`src/rtl/kmap_vector_sweeper.sv`:
```
// kmap_vector_sweeper
//
// Purpose:
//   Exhaustively drives all sixteen input combinations {a,b,c,d} into an
//   external 4-input combinational function. The block waits a programmable
//   number of settle cycles per vector, samples the response f, and builds
//   the observed truth table. It then compares that table against an
//   expected table, skipping any don't-care minterms.
//
// Parameters:
//   EXPECTED  expected truth table, bit i = f for minterm i = {a,b,c,d}
//   DC_MASK   don't-care mask, bit i = 1 excludes minterm i from comparison
//   SETTLE    settle cycles per vector before sampling (1..15)
//
// Ports:
//   clk       rising-edge clock
//   rst_n     asynchronous active-low reset
//   start     one-cycle sweep request (only honoured while idle)
//   f         response of the function under test
//   a,b,c,d   registered stimulus bits (a is the MSB of the minterm index)
//   busy      high while vectors are being settled/sampled
//   done      one-cycle pulse when a sweep completes
//   pass      last sweep result, err_cnt == 0
//   tt        captured truth table of f
//   err_cnt   number of mismatching non-masked minterms (0..16)
//   fail_idx  first mismatching minterm, 0 when there is none
//
// Configuration macro:
//   KMAP_SWEEP_ABORT_ON_FAIL_EN  when defined, the first mismatch ends the
//                                sweep immediately instead of finishing all
//                                sixteen minterms.

module kmap_vector_sweeper #(
    parameter logic [15:0] EXPECTED = 16'hA488,
    parameter logic [15:0] DC_MASK  = 16'h0000,
    parameter int unsigned SETTLE   = 1
) (
    input  logic        clk,
    input  logic        rst_n,
    input  logic        start,
    input  logic        f,
    output logic        a,
    output logic        b,
    output logic        c,
    output logic        d,
    output logic        busy,
    output logic        done,
    output logic        pass,
    output logic [15:0] tt,
    output logic [4:0]  err_cnt,
    output logic [3:0]  fail_idx
);

    typedef enum logic [1:0] {
        ST_IDLE,
        ST_SETTLE,
        ST_SAMPLE,
        ST_DONE
    } state_t;

    // Settle counter runs 0..SETTLE-1, so this is the count that ends settling.
    localparam logic [3:0] SETTLE_LAST = 4'(SETTLE - 1);

    state_t      state_q, state_d;
    logic [3:0]  idx_q, idx_d;
    logic [3:0]  cnt_q, cnt_d;
    logic [15:0] tt_q, tt_d;
    logic [4:0]  err_q, err_d;
    logic [3:0]  fail_q, fail_d;
    logic        pass_q, pass_d;
    logic        mismatch;
    logic        abort;

    // State and datapath registers. Reset puts everything back to a clean
    // idle condition at once, which also abandons any sweep in flight.
    always_ff @(posedge clk or negedge rst_n) begin
        if (!rst_n) begin
            state_q <= ST_IDLE;
            idx_q   <= 4'd0;
            cnt_q   <= 4'd0;
            tt_q    <= 16'd0;
            err_q   <= 5'd0;
            fail_q  <= 4'd0;
            pass_q  <= 1'b0;
        end else begin
            state_q <= state_d;
            idx_q   <= idx_d;
            cnt_q   <= cnt_d;
            tt_q    <= tt_d;
            err_q   <= err_d;
            fail_q  <= fail_d;
            pass_q  <= pass_d;
        end
    end

    // Next-state and datapath logic. Each vector spends SETTLE cycles in
    // SETTLE and one cycle in SAMPLE. The sample edge writes the captured bit
    // and scores it against the expected table. The pass flag is loaded on
    // the edge that enters DONE, from the final error count, so it is
    // already valid while done is high. Results are only cleared when a new
    // sweep is accepted, so they persist through idle.
    always_comb begin
        state_d  = state_q;
        idx_d    = idx_q;
        cnt_d    = cnt_q;
        tt_d     = tt_q;
        err_d    = err_q;
        fail_d   = fail_q;
        pass_d   = pass_q;
        mismatch = 1'b0;
        abort    = 1'b0;

        case (state_q)
            ST_IDLE: begin
                if (start) begin
                    state_d = ST_SETTLE;
                    idx_d   = 4'd0;
                    cnt_d   = 4'd0;
                    tt_d    = 16'd0;
                    err_d   = 5'd0;
                    fail_d  = 4'd0;
                    pass_d  = 1'b0;
                end
            end

            ST_SETTLE: begin
                if (cnt_q == SETTLE_LAST) begin
                    state_d = ST_SAMPLE;
                end else begin
                    cnt_d = cnt_q + 4'd1;
                end
            end

            ST_SAMPLE: begin
                tt_d[idx_q] = f;
                mismatch    = !DC_MASK[idx_q] && (f != EXPECTED[idx_q]);
                if (mismatch) begin
                    err_d = err_q + 5'd1;
                    // An error count of zero means this is the first mismatch.
                    if (err_q == 5'd0) begin
                        fail_d = idx_q;
                    end
                end
`ifdef KMAP_SWEEP_ABORT_ON_FAIL_EN
                abort = mismatch;
`else
                abort = 1'b0;
`endif
                if ((idx_q == 4'd15) || abort) begin
                    state_d = ST_DONE;
                    pass_d  = (err_d == 5'd0);
                end else begin
                    state_d = ST_SETTLE;
                    idx_d   = idx_q + 4'd1;
                    cnt_d   = 4'd0;
                end
            end

            ST_DONE: begin
                state_d = ST_IDLE;
            end

            default: begin
                state_d = ST_IDLE;
            end
        endcase
    end

    // The stimulus bits come straight from the index register. They are
    // stable for the whole settle window of each vector.
    assign {a, b, c, d} = idx_q;
    assign busy         = (state_q == ST_SETTLE) || (state_q == ST_SAMPLE);
    assign done         = (state_q == ST_DONE);
    assign pass         = pass_q;
    assign tt           = tt_q;
    assign err_cnt      = err_q;
    assign fail_idx     = fail_q;

endmodule

```
`config.mk`:
```
export PLATFORM = sky130hd
export DESIGN_NAME = kmap_vector_sweeper
export DESIGN_NICKNAME = d
export VERILOG_FILES = /design/src/rtl/kmap_vector_sweeper.sv
export SDC_FILE = /design/constraint.sdc
export NUM_CORES = 1
export LEC_CHECK = 0
export ABC_AREA = 1
export CELL_PAD_IN_SITES_DETAIL_PLACEMENT = 2
export CELL_PAD_IN_SITES_GLOBAL_PLACEMENT = 2
export CORE_MARGIN = 5
export CORE_UTILIZATION = 35
export CTS_BUF_LIST = sky130_fd_sc_hd__clkbuf_8
export DETAILED_ROUTE_END_ITERATION = 16
export GPL_TIMING_DRIVEN = 0
export PLACE_DENSITY = 0.86
export SYNTH_ARGS = -nofsm -noshare
export SYNTH_HDL_FRONTEND = slang
export SYNTH_SLANG_ARGS = --single-unit
```
`constraint.sdc`:
```
create_clock -name clk -period 2.6 [get_ports clk]
set_clock_uncertainty 0.05 [all_clocks]
set_input_delay 0.26 -clock clk [delete_from_list [all_inputs] [get_ports clk]]
set_output_delay 0.26 -clock clk [all_outputs]
set_load 0.1 [all_outputs]
```
==> metrics.log, run 1 <==
[metrics] number of nets with antenna violations after detailed routing: 0
[metrics] Worst setup SP type: flop
[metrics] # Post-CTS Setup Buffers: 0
[metrics] Achievable Freq: 0.427 GHz
[metrics] routed wirelength normalized by instance count: 15.9 um
[metrics] count of buffers from port buffering: 35
[metrics] cell area after synthesis: 2150 um^2
[metrics] top post-synthesis cells by count: sky130_fd_sc_hd__nand2_1, sky130_fd_sc_hd__dfrtp_1, sky130_fd_sc_hd__inv_1
[metrics] HP Class: in -> async
[metrics] final routed wirelength across all metal layers: 5850 um
[metrics] number of nets produced by synthesis: 268
[metrics] area taken by multi-input logic gates: 1070 um^2
[metrics] cell with the largest stage delay on the worst path: sky130_fd_sc_hd__clkdlybuf4s50_1
[metrics] unrepaired setup endpoints after global routing: false
[metrics] via count of the first global-routing pass: 2177
[metrics] count of fill cells added during filler insertion: 691
[metrics] most common cell in the netlist: sky130_fd_sc_hd__nand2_1
[metrics] Fin. Hold Viols: 0
[metrics] Die H: 88.4 um
[metrics] wire length of the first global-routing pass: 10300 um
[metrics] status: finished clean
[metrics] number of failing setup endpoints in the final timing report: 0
[metrics] EDFF count, synth: 0
[metrics] H-tree levels: 2
[metrics] area of the placeable core: 5960 um^2
[metrics] Worst Path Class, Setup: reg -> out
[metrics] clock tree from TritonCTS: yes
[metrics] io pins: 36
[metrics] First DRT Iteration DRCs: 41
[metrics] share of the yosys chip area belonging to registers: 0.419
[metrics] number of remaining DRC errors: 0
[metrics] distinct cell type count after synthesis: 33
[metrics] number of warnings issued by yosys: 0
[metrics] clock-pin slew on the worst setup and hold paths: 0.07 ns
[metrics] synthesized flop and latch total: 36
[metrics] max-cap violation count: 0
[metrics] layout cell share with drive strength beyond 1: 0.143
[metrics] Pre-Repair DR Iteration Count: 3
[metrics] remaining global-route overflow: 0
[metrics] Net count, final: 310
[metrics] sequential standard cell area: 901 um^2
[metrics] Skew-Pair Late Insertion Delay: 0.29 ns
[metrics] post-cts sizing count: 0
[metrics] Final HPWL DP: 4520 um
[metrics] share of flip-flops with an asynchronous set or reset after synthesis: 1.00
[metrics] sum of buffers and inverters on the critical path: 1
[metrics] area grow syn2layout: 24.7%
[metrics] main area contributors after synthesis: sky130_fd_sc_hd__dfrtp_1, sky130_fd_sc_hd__ha_1, sky130_fd_sc_hd__nand2_1
[metrics] number of sinks driven by the clock tree: 36
[metrics] critical-path cell list: ha_1 > clkdlybuf4s50_1
[metrics] transition at the pin with the smallest max-transition slack: 0.993 ns
[metrics] worst-path maximum fanout: 5
[metrics] FP Rows: 28
[metrics] routed vias/inst: 5.12
[metrics] headroom to the max-slew limit: 0.336
[metrics] Most used DFF post-synth: sky130_fd_sc_hd__dfrtp_1
[metrics] synthesized area per cell: 8.60 um^2
[metrics] hold_buf cts: 0
[metrics] area leader, netlist: sky130_fd_sc_hd__dfrtp_1
[metrics] critical path's top delay family: buffers and inverters
[metrics] initial antenna violation count: 0
[metrics] Total Die Area: 7810 um^2
[metrics] clock period minus worst slack: 2.34 ns
[metrics] final setup TNS: 0 ns
[metrics] longest individual stage delay on the worst path: 1.13 ns
[metrics] starting density of the core: 0.361
[metrics] die span in x: 88.4 um
[metrics] Placer Congestion: 0.790
[metrics] root buffer cell: sky130_fd_sc_hd__clkbuf_8
[metrics] max-slew violation count: 0
[metrics] via count: 1884
[metrics] sort of element at the end of the critical path: output pin
[metrics] total track usage: 0.169
[metrics] number of antenna repair diodes: 0
[metrics] Worst EP arrival: 2.03 ns
[metrics] CP required: 2.29 ns
[metrics] area share of the largest cell type after synthesis: 0.419
[metrics] maximum number of pins on one net before global-route repair: 37
[metrics] Max Root-Sink Buffers: 2
[metrics] cell count after synthesis: 250
[metrics] final worst path period share: 0.902
[metrics] number of buffers created by CTS: 5
flip-flops by register name, summed over array words and instances, names as in the netlist:
register	cells
fail_idx	4
cnt_q	4
state_q	2
idx_q	4
pass	1
tt	16
err_cnt	5
per-stage QoR:
stage | hold slack (ns) | setup WS [ns] | std cells | util | instance area (um^2)
finish | 0.0118 | 0.255 | 368 | 0.450 | 2680
global route | 0.0847 | 0.171 | 368 | 0.450 | 2680
CTS | 0.0515 | 0.000707 | 368 | 0.450 | 2680
detailed placement | 0.374 | 0.334 | 360 | 0.435 | 2590
global placement | 0.437 | 0.297 | 360 | 0.436 | 2590
floorplan | -0.0856 | 0.219 | 250 | - | 2150
final timing paths:
kind | from | end | slack (ns) | cells past startpoint
max | state_q[0] | done | 0.26 | 2
min | rst_n | cnt_q[0] | 0.01 | 1
max reg2reg | state_q[0] | tt[2] | 0.47 | 8
min reg2reg | pass | pass | 0.45 | 2
max in group asynchronous | rst_n | idx_q[1] | 1.95 | 1
min in group clk | pass | pass | 0.45 | 2
worst reg2reg max path: stages, from the launching register on:
cell and delay, ns:
sky130_fd_sc_hd__dfrtp_1 0.43, sky130_fd_sc_hd__inv_1 0.12, sky130_fd_sc_hd__ha_1 0.28, sky130_fd_sc_hd__nand2_1 0.16, sky130_fd_sc_hd__nand2_1 0.13, sky130_fd_sc_hd__inv_1 0.20
sky130_fd_sc_hd__nand2_1 0.22, sky130_fd_sc_hd__buf_2 0.25, sky130_fd_sc_hd__o22ai_1 0.19
cells by family (layout without fill, tap and decap cells):
family	Yosys count	count (layout)	share of synthesized area
compound gates	56	56	0.150
simple gates	95	95	0.248
buf+inv	45	88	0.0850
xor+xnor	4	4	0.0163
fa+ha+maj	14	14	0.0815
flops	36	36	0.419
layout by cell type, fill, tap and decap left out, types with 8 or more instances in the layout:
cell | Yosys | layout
sky130_fd_sc_hd__inv_1 | 33 | 35
sky130_fd_sc_hd__ha_1 | 14 | 14
sky130_fd_sc_hd__nor2_1 | 10 | 10
sky130_fd_sc_hd__a21oi_1 | 22 | 22
sky130_fd_sc_hd__nand3_1 | 20 | 20
sky130_fd_sc_hd__o21ai_0 | 8 | 8
sky130_fd_sc_hd__o22ai_1 | 14 | 14
sky130_fd_sc_hd__clkdlybuf4s50_1 | 0 | 33
sky130_fd_sc_hd__nand2_1 | 39 | 39
sky130_fd_sc_hd__dfrtp_1 | 36 | 36
per-layer routing:
| layer | track usage | routed length (um) |
|---|---|---|
| met2 | 0.301 | 2960 |
| met3 | 0.0307 | 131 |
| met5 | 0 | 0 |
| met1 | 0.208 | 2670 |
| met4 | 0.0495 | 81 |
layout make-up:
class,instances,share of cell area
timing repair buffer,35,0.130
inverter,39,0.0546
clock inverter,2,0.00280
clock buffer,6,0.0308
tap,75,0.0350
buffer,6,0.0135
sequential,36,0.336
multi-input combinational,169,0.398
Power of run 1 is not shown: default switching activity piles up to over one toggle a cycle in this logic, so the estimate is an artifact.
==> run 2, diff against run 1 <==
- SETUP_SLACK_MARGIN: not set -> 0.02
==> metrics.log, run 2 (synthesis results as in run 1) <==
[metrics] # Post-CTS Setup Buffers: 0
[metrics] Placer Congestion: 0.790
[metrics] CP required: 2.29 ns
[metrics] area grow syn2layout: 24.6%
[metrics] leading cell type in the layout, fill and taps excluded: sky130_fd_sc_hd__nand2_1
[metrics] clock period minus worst slack: 2.34 ns
[metrics] Achievable Freq: 0.427 GHz
[metrics] number of sinks driven by the clock tree: 36
[metrics] clock-pin slew on the worst setup and hold paths: 0.07 ns
[metrics] wire length of the first global-routing pass: 10300 um
[metrics] fraction of met1 tracks used by global routing: 0.208
[metrics] die span in x: 88.4 um
[metrics] max FFs per register: 16
[metrics] Worst setup SP type: flop
[metrics] Max Root-Sink Buffers: 2
[metrics] Fin. Hold Viols: 0
[metrics] initial antenna violation count: 0
[metrics] max-cap violation count: 0
[metrics] routed wirelength normalized by instance count: 15.9 um
[metrics] final routed wirelength across all metal layers: 5850 um
[metrics] FP Rows: 28
[metrics] unrepaired setup endpoints after global routing: false
[metrics] number of cells traversed by the worst register-to-register path: 8
[metrics] Die H: 88.4 um
[metrics] headroom to the max-slew limit: 0.336
[metrics] io pins: 36
[metrics] cell with the largest stage delay on the worst path: sky130_fd_sc_hd__clkdlybuf4s50_1
[metrics] number of antenna repair diodes: 0
[metrics] Net count, final: 310
[metrics] clock tree from TritonCTS: yes
[metrics] met3 GRT Util: 0.0307
[metrics] number of buffers created by CTS: 5
[metrics] number of nets with antenna violations after detailed routing: 0
[metrics] sort of element at the end of the critical path: output pin
[metrics] hold_buf cts: 0
[metrics] utilization of the core after routing: 0.450
[metrics] root buffer cell: sky130_fd_sc_hd__clkbuf_8
[metrics] total track usage: 0.169
[metrics] via count of the first global-routing pass: 2177
[metrics] count of fill cells added during filler insertion: 690
[metrics] setup slack of the worst register-to-register path: 0.47 ns
[metrics] total cell area at the placement stage: 2590 um^2
[metrics] critical-path cell list: ha_1 > clkdlybuf4s50_1
[metrics] met2 capacity usage during global routing: 0.301
[metrics] Inst Count DP: 360
[metrics] worst-path maximum fanout: 5
[metrics] count of non-filler cells in the finished layout: 368
[metrics] critical path's top delay family: buffers and inverters
[metrics] startpoint of the most critical register-to-register path: state_q[0]
[metrics] maximum number of pins on one net before global-route repair: 37
[metrics] Worst Path Class, Setup: reg -> out
[metrics] longest individual stage delay on the worst path: 1.13 ns
[metrics] Final HPWL DP: 4520 um
[metrics] number of failing setup endpoints in the final timing report: 0
[metrics] Worst EP arrival: 2.03 ns
[metrics] remaining global-route overflow: 0
[metrics] count of buffers from port buffering: 35
[metrics] routed vias/inst: 5.12
[metrics] status: finished clean
[metrics] sum of buffers and inverters on the critical path: 1
[metrics] final worst path period share: 0.902
[metrics] area of the placeable core: 5960 um^2
[metrics] Skew-Pair Late Insertion Delay: 0.29 ns
[metrics] Total Die Area: 7810 um^2
[metrics] summed area of non-filler cells in the final layout: 2680 um^2
[metrics] starting density of the core: 0.361
[metrics] endpoint of the worst-slack reg-to-reg timing path: tt[2]
[metrics] post-cts sizing count: 1
[metrics] transition at the pin with the smallest max-transition slack: 0.993 ns
[metrics] most used cells in the layout excluding fill and tap cells: sky130_fd_sc_hd__nand2_1, sky130_fd_sc_hd__dfrtp_1, sky130_fd_sc_hd__inv_1, sky130_fd_sc_hd__clkdlybuf4s50_1, sky130_fd_sc_hd__a21oi_1
[metrics] First DRT Iteration DRCs: 41
[metrics] HP Class: in -> async
[metrics] Pre-Repair DR Iteration Count: 3
[metrics] max-slew violation count: 0
[metrics] final setup TNS: 0 ns
[metrics] global routing's busiest layer: met2
[metrics] H-tree levels: 2
[metrics] via count: 1884
[metrics] layout cell share with drive strength beyond 1: 0.143
[metrics] number of remaining DRC errors: 0
run 2: cell count changes in the layout (fill, tap and decap cells not counted):
cell | previous run | this run
sky130_fd_sc_hd__dlygate4sd2_1 | 0 | 1
sky130_fd_sc_hd__dlymetal6s2s_1 | 1 | 0
run 2: area by class of cell:
type	instances	area (um^2)	area share
buffer	6	36.3	0.0136
clock buffer	6	82.6	0.0308
clock inverter	2	7.51	0.00280
inverter	39	146	0.0547
multi-input combinational	169	1070	0.398
sequential	36	901	0.336
tap	75	93.8	0.0350
timing repair buffer	35	344	0.129
run 2: worst max path at each step:
| stage | startpoint | cells after the start | to |
|---|---|---|---|
| finish | state_q[0] | 2 | done |
| CTS | state_q[0] | 2 | done |
| detailed placement | state_q[0] | 3 | busy |
| floorplan | idx_q[0] | 11 | fail_idx[0] |
| global placement | rst_n | 1 | fail_idx[3] |
| global route | state_q[0] | 2 | done |
run 2: through the flow:
stage / setup WS [ns] / hold slack, ns
6_report: 0.255 / 0.0118
5_1_grt: 0.171 / 0.0847
4_1_cts: 0.236 / 0.0515
3_5_place_dp: 0.334 / 0.374
3_3_place_gp: 0.297 / 0.437
2_1_floorplan: 0.219 / -0.0856
run 2: layer usage:
layer / vias up / wire length, um
met1: 943 / 2670
met3: 6 / 131
met2: 24 / 2960
met4: 0 / 81
met5: - / 0
li1: 911 / -
Power of run 2 is left out for the same reason.
==> run 3, diff against run 2 <==
- CORE_UTILIZATION: 35 -> 34
- CTS_BUF_LIST: sky130_fd_sc_hd__clkbuf_8 -> not set
- PLACE_DENSITY: 0.86 -> 0.84
==> metrics.log, run 3 (synthesis results as in run 1) <==
[metrics] status: finished clean
[metrics] starting density of the core: 0.344
[metrics] clock-pin slew on the worst setup and hold paths: 0.09 ns
[metrics] number of failing setup endpoints in the final timing report: 0
[metrics] maximum number of pins on one net before global-route repair: 37
[metrics] wire length of the first global-routing pass: 10500 um
[metrics] Fin. Hold Viols: 0
[metrics] longest individual stage delay on the worst path: 1.21 ns
[metrics] count of buffers from port buffering: 35
[metrics] startpoint of the worst setup timing path: idx_q[0]
[metrics] number of antenna repair diodes: 0
[metrics] Worst setup SP type: flop
[metrics] Net count, final: 310
[metrics] First DRT Iteration DRCs: 52
[metrics] CP required: 2.29 ns
[metrics] final worst path period share: 0.906
[metrics] leading cell type in the layout, fill and taps excluded: sky130_fd_sc_hd__nand2_1
[metrics] final setup TNS: 0 ns
[metrics] Worst Path Class, Setup: reg -> out
[metrics] stages on the worst setup path: 1
[metrics] clock period minus worst slack: 2.35 ns
[metrics] unrepaired setup endpoints after global routing: false
[metrics] Skew-Pair Late Insertion Delay: 0.30 ns
[metrics] CP endpoint: d
[metrics] via count: 1896
[metrics] final setup margin: 0.245 ns
[metrics] io pins: 36
[metrics] max-slew violation count: 0
[metrics] number of sinks driven by the clock tree: 36
[metrics] setup slack of the worst register-to-register path: 0.40 ns
[metrics] Total Die Area: 8010 um^2
[metrics] via count of the first global-routing pass: 2092
[metrics] DP Worst Slack: 0.356 ns
[metrics] routed vias/inst: 5.12
[metrics] Max Root-Sink Buffers: 2
[metrics] cell with the largest stage delay on the worst path: sky130_fd_sc_hd__clkdlybuf4s50_1
[metrics] root buffer cell: sky130_fd_sc_hd__clkbuf_8
[metrics] sum of buffers and inverters on the critical path: 1
[metrics] Pre-Repair DR Iteration Count: 3
[metrics] Final HPWL DP: 4740 um
[metrics] clock tree from TritonCTS: yes
[metrics] Worst EP arrival: 2.04 ns
[metrics] most used cells in the layout excluding fill and tap cells: sky130_fd_sc_hd__nand2_1, sky130_fd_sc_hd__dfrtp_1, sky130_fd_sc_hd__inv_1, sky130_fd_sc_hd__clkdlybuf4s50_1, sky130_fd_sc_hd__a21oi_1
[metrics] headroom to the max-slew limit: 0.348
[metrics] die span in x: 89.5 um
[metrics] area grow syn2layout: 24.6%
[metrics] hold_buf cts: 0
[metrics] summed area of non-filler cells in the final layout: 2680 um^2
[metrics] total track usage: 0.169
[metrics] Achievable Freq: 0.425 GHz
[metrics] sort of element at the end of the critical path: output pin
[metrics] routed wirelength normalized by instance count: 17.3 um
[metrics] H-tree levels: 2
[metrics] transition at the pin with the smallest max-transition slack: 0.975 ns
[metrics] Die H: 89.5 um
[metrics] startpoint of the most critical register-to-register path: state_q[1]
[metrics] count of fill cells added during filler insertion: 702
[metrics] HP Class: in -> async
[metrics] FP Rows: 29
[metrics] final routed wirelength across all metal layers: 6390 um
[metrics] number of nets with antenna violations after detailed routing: 0
[metrics] initial antenna violation count: 0
[metrics] remaining global-route overflow: 0
[metrics] total cell area at the placement stage: 2590 um^2
[metrics] layout cell share with drive strength beyond 1: 0.150
[metrics] max FFs per register: 16
[metrics] area of the placeable core: 6240 um^2
[metrics] Placer Congestion: 0.787
[metrics] number of cells traversed by the worst register-to-register path: 8
[metrics] endpoint of the worst-slack reg-to-reg timing path: tt[11]
[metrics] # Post-CTS Setup Buffers: 0
[metrics] sequential standard cell area: 901 um^2
[metrics] critical path's top delay family: buffers and inverters
[metrics] utilization of the core after routing: 0.429
[metrics] number of remaining DRC errors: 0
[metrics] max-cap violation count: 0
[metrics] number of buffers created by CTS: 5
[metrics] area taken by multi-input logic gates: 1070 um^2
[metrics] worst-path maximum fanout: 8
[metrics] post-cts sizing count: 1
[metrics] critical-path cell list: clkdlybuf4s50_1
[run 3: changes by cell type in the layout (fill, tap and decap cells not counted)]
cell / before / now
sky130_fd_sc_hd__clkinv_2: 0 / 2
sky130_fd_sc_hd__inv_1: 35 / 33
sky130_fd_sc_hd__clkinv_4: 0 / 1
sky130_fd_sc_hd__clkbuf_8: 6 / 5
[run 3: how the worst min path moves through the flow]
stage,start,end,slack [ns],depth (start not counted)
after CTS,rst_n,tt[6],0.05,1
after floorplan,rst_n,cnt_q[0],-0.09,0
final,rst_n,tt[6],0.02,1
after detailed placement,rst_n,fail_idx[2],0.38,1
after global placement,pass,pass,0.44,2
after global routing,rst_n,tt[6],0.09,1
[run 3: routing by layer]
layer  global-route usage  share of wire
met5                    0              0
met2                0.295           0.52
met4               0.0460         0.0083
met1                0.219           0.46
met3               0.0249          0.019
[run 3: per-stage QoR]
stage | instances | hold WS (ns)
final | 370 | 0.0200
after floorplan | 250 | -0.0856
after global placement | 362 | 0.444
after global routing | 370 | 0.0901
after detailed placement | 362 | 0.376
after CTS | 370 | 0.0467
[run 3: final cells by class]
class	count	area share
sequential	36	0.336
clock inverter	3	0.00701
inverter	39	0.0547
multi-input combinational	169	0.398
tap	77	0.0360
clock buffer	5	0.0257
timing repair buffer	35	0.129
buffer	6	0.0136
Power of run 3 is left out for the same reason.
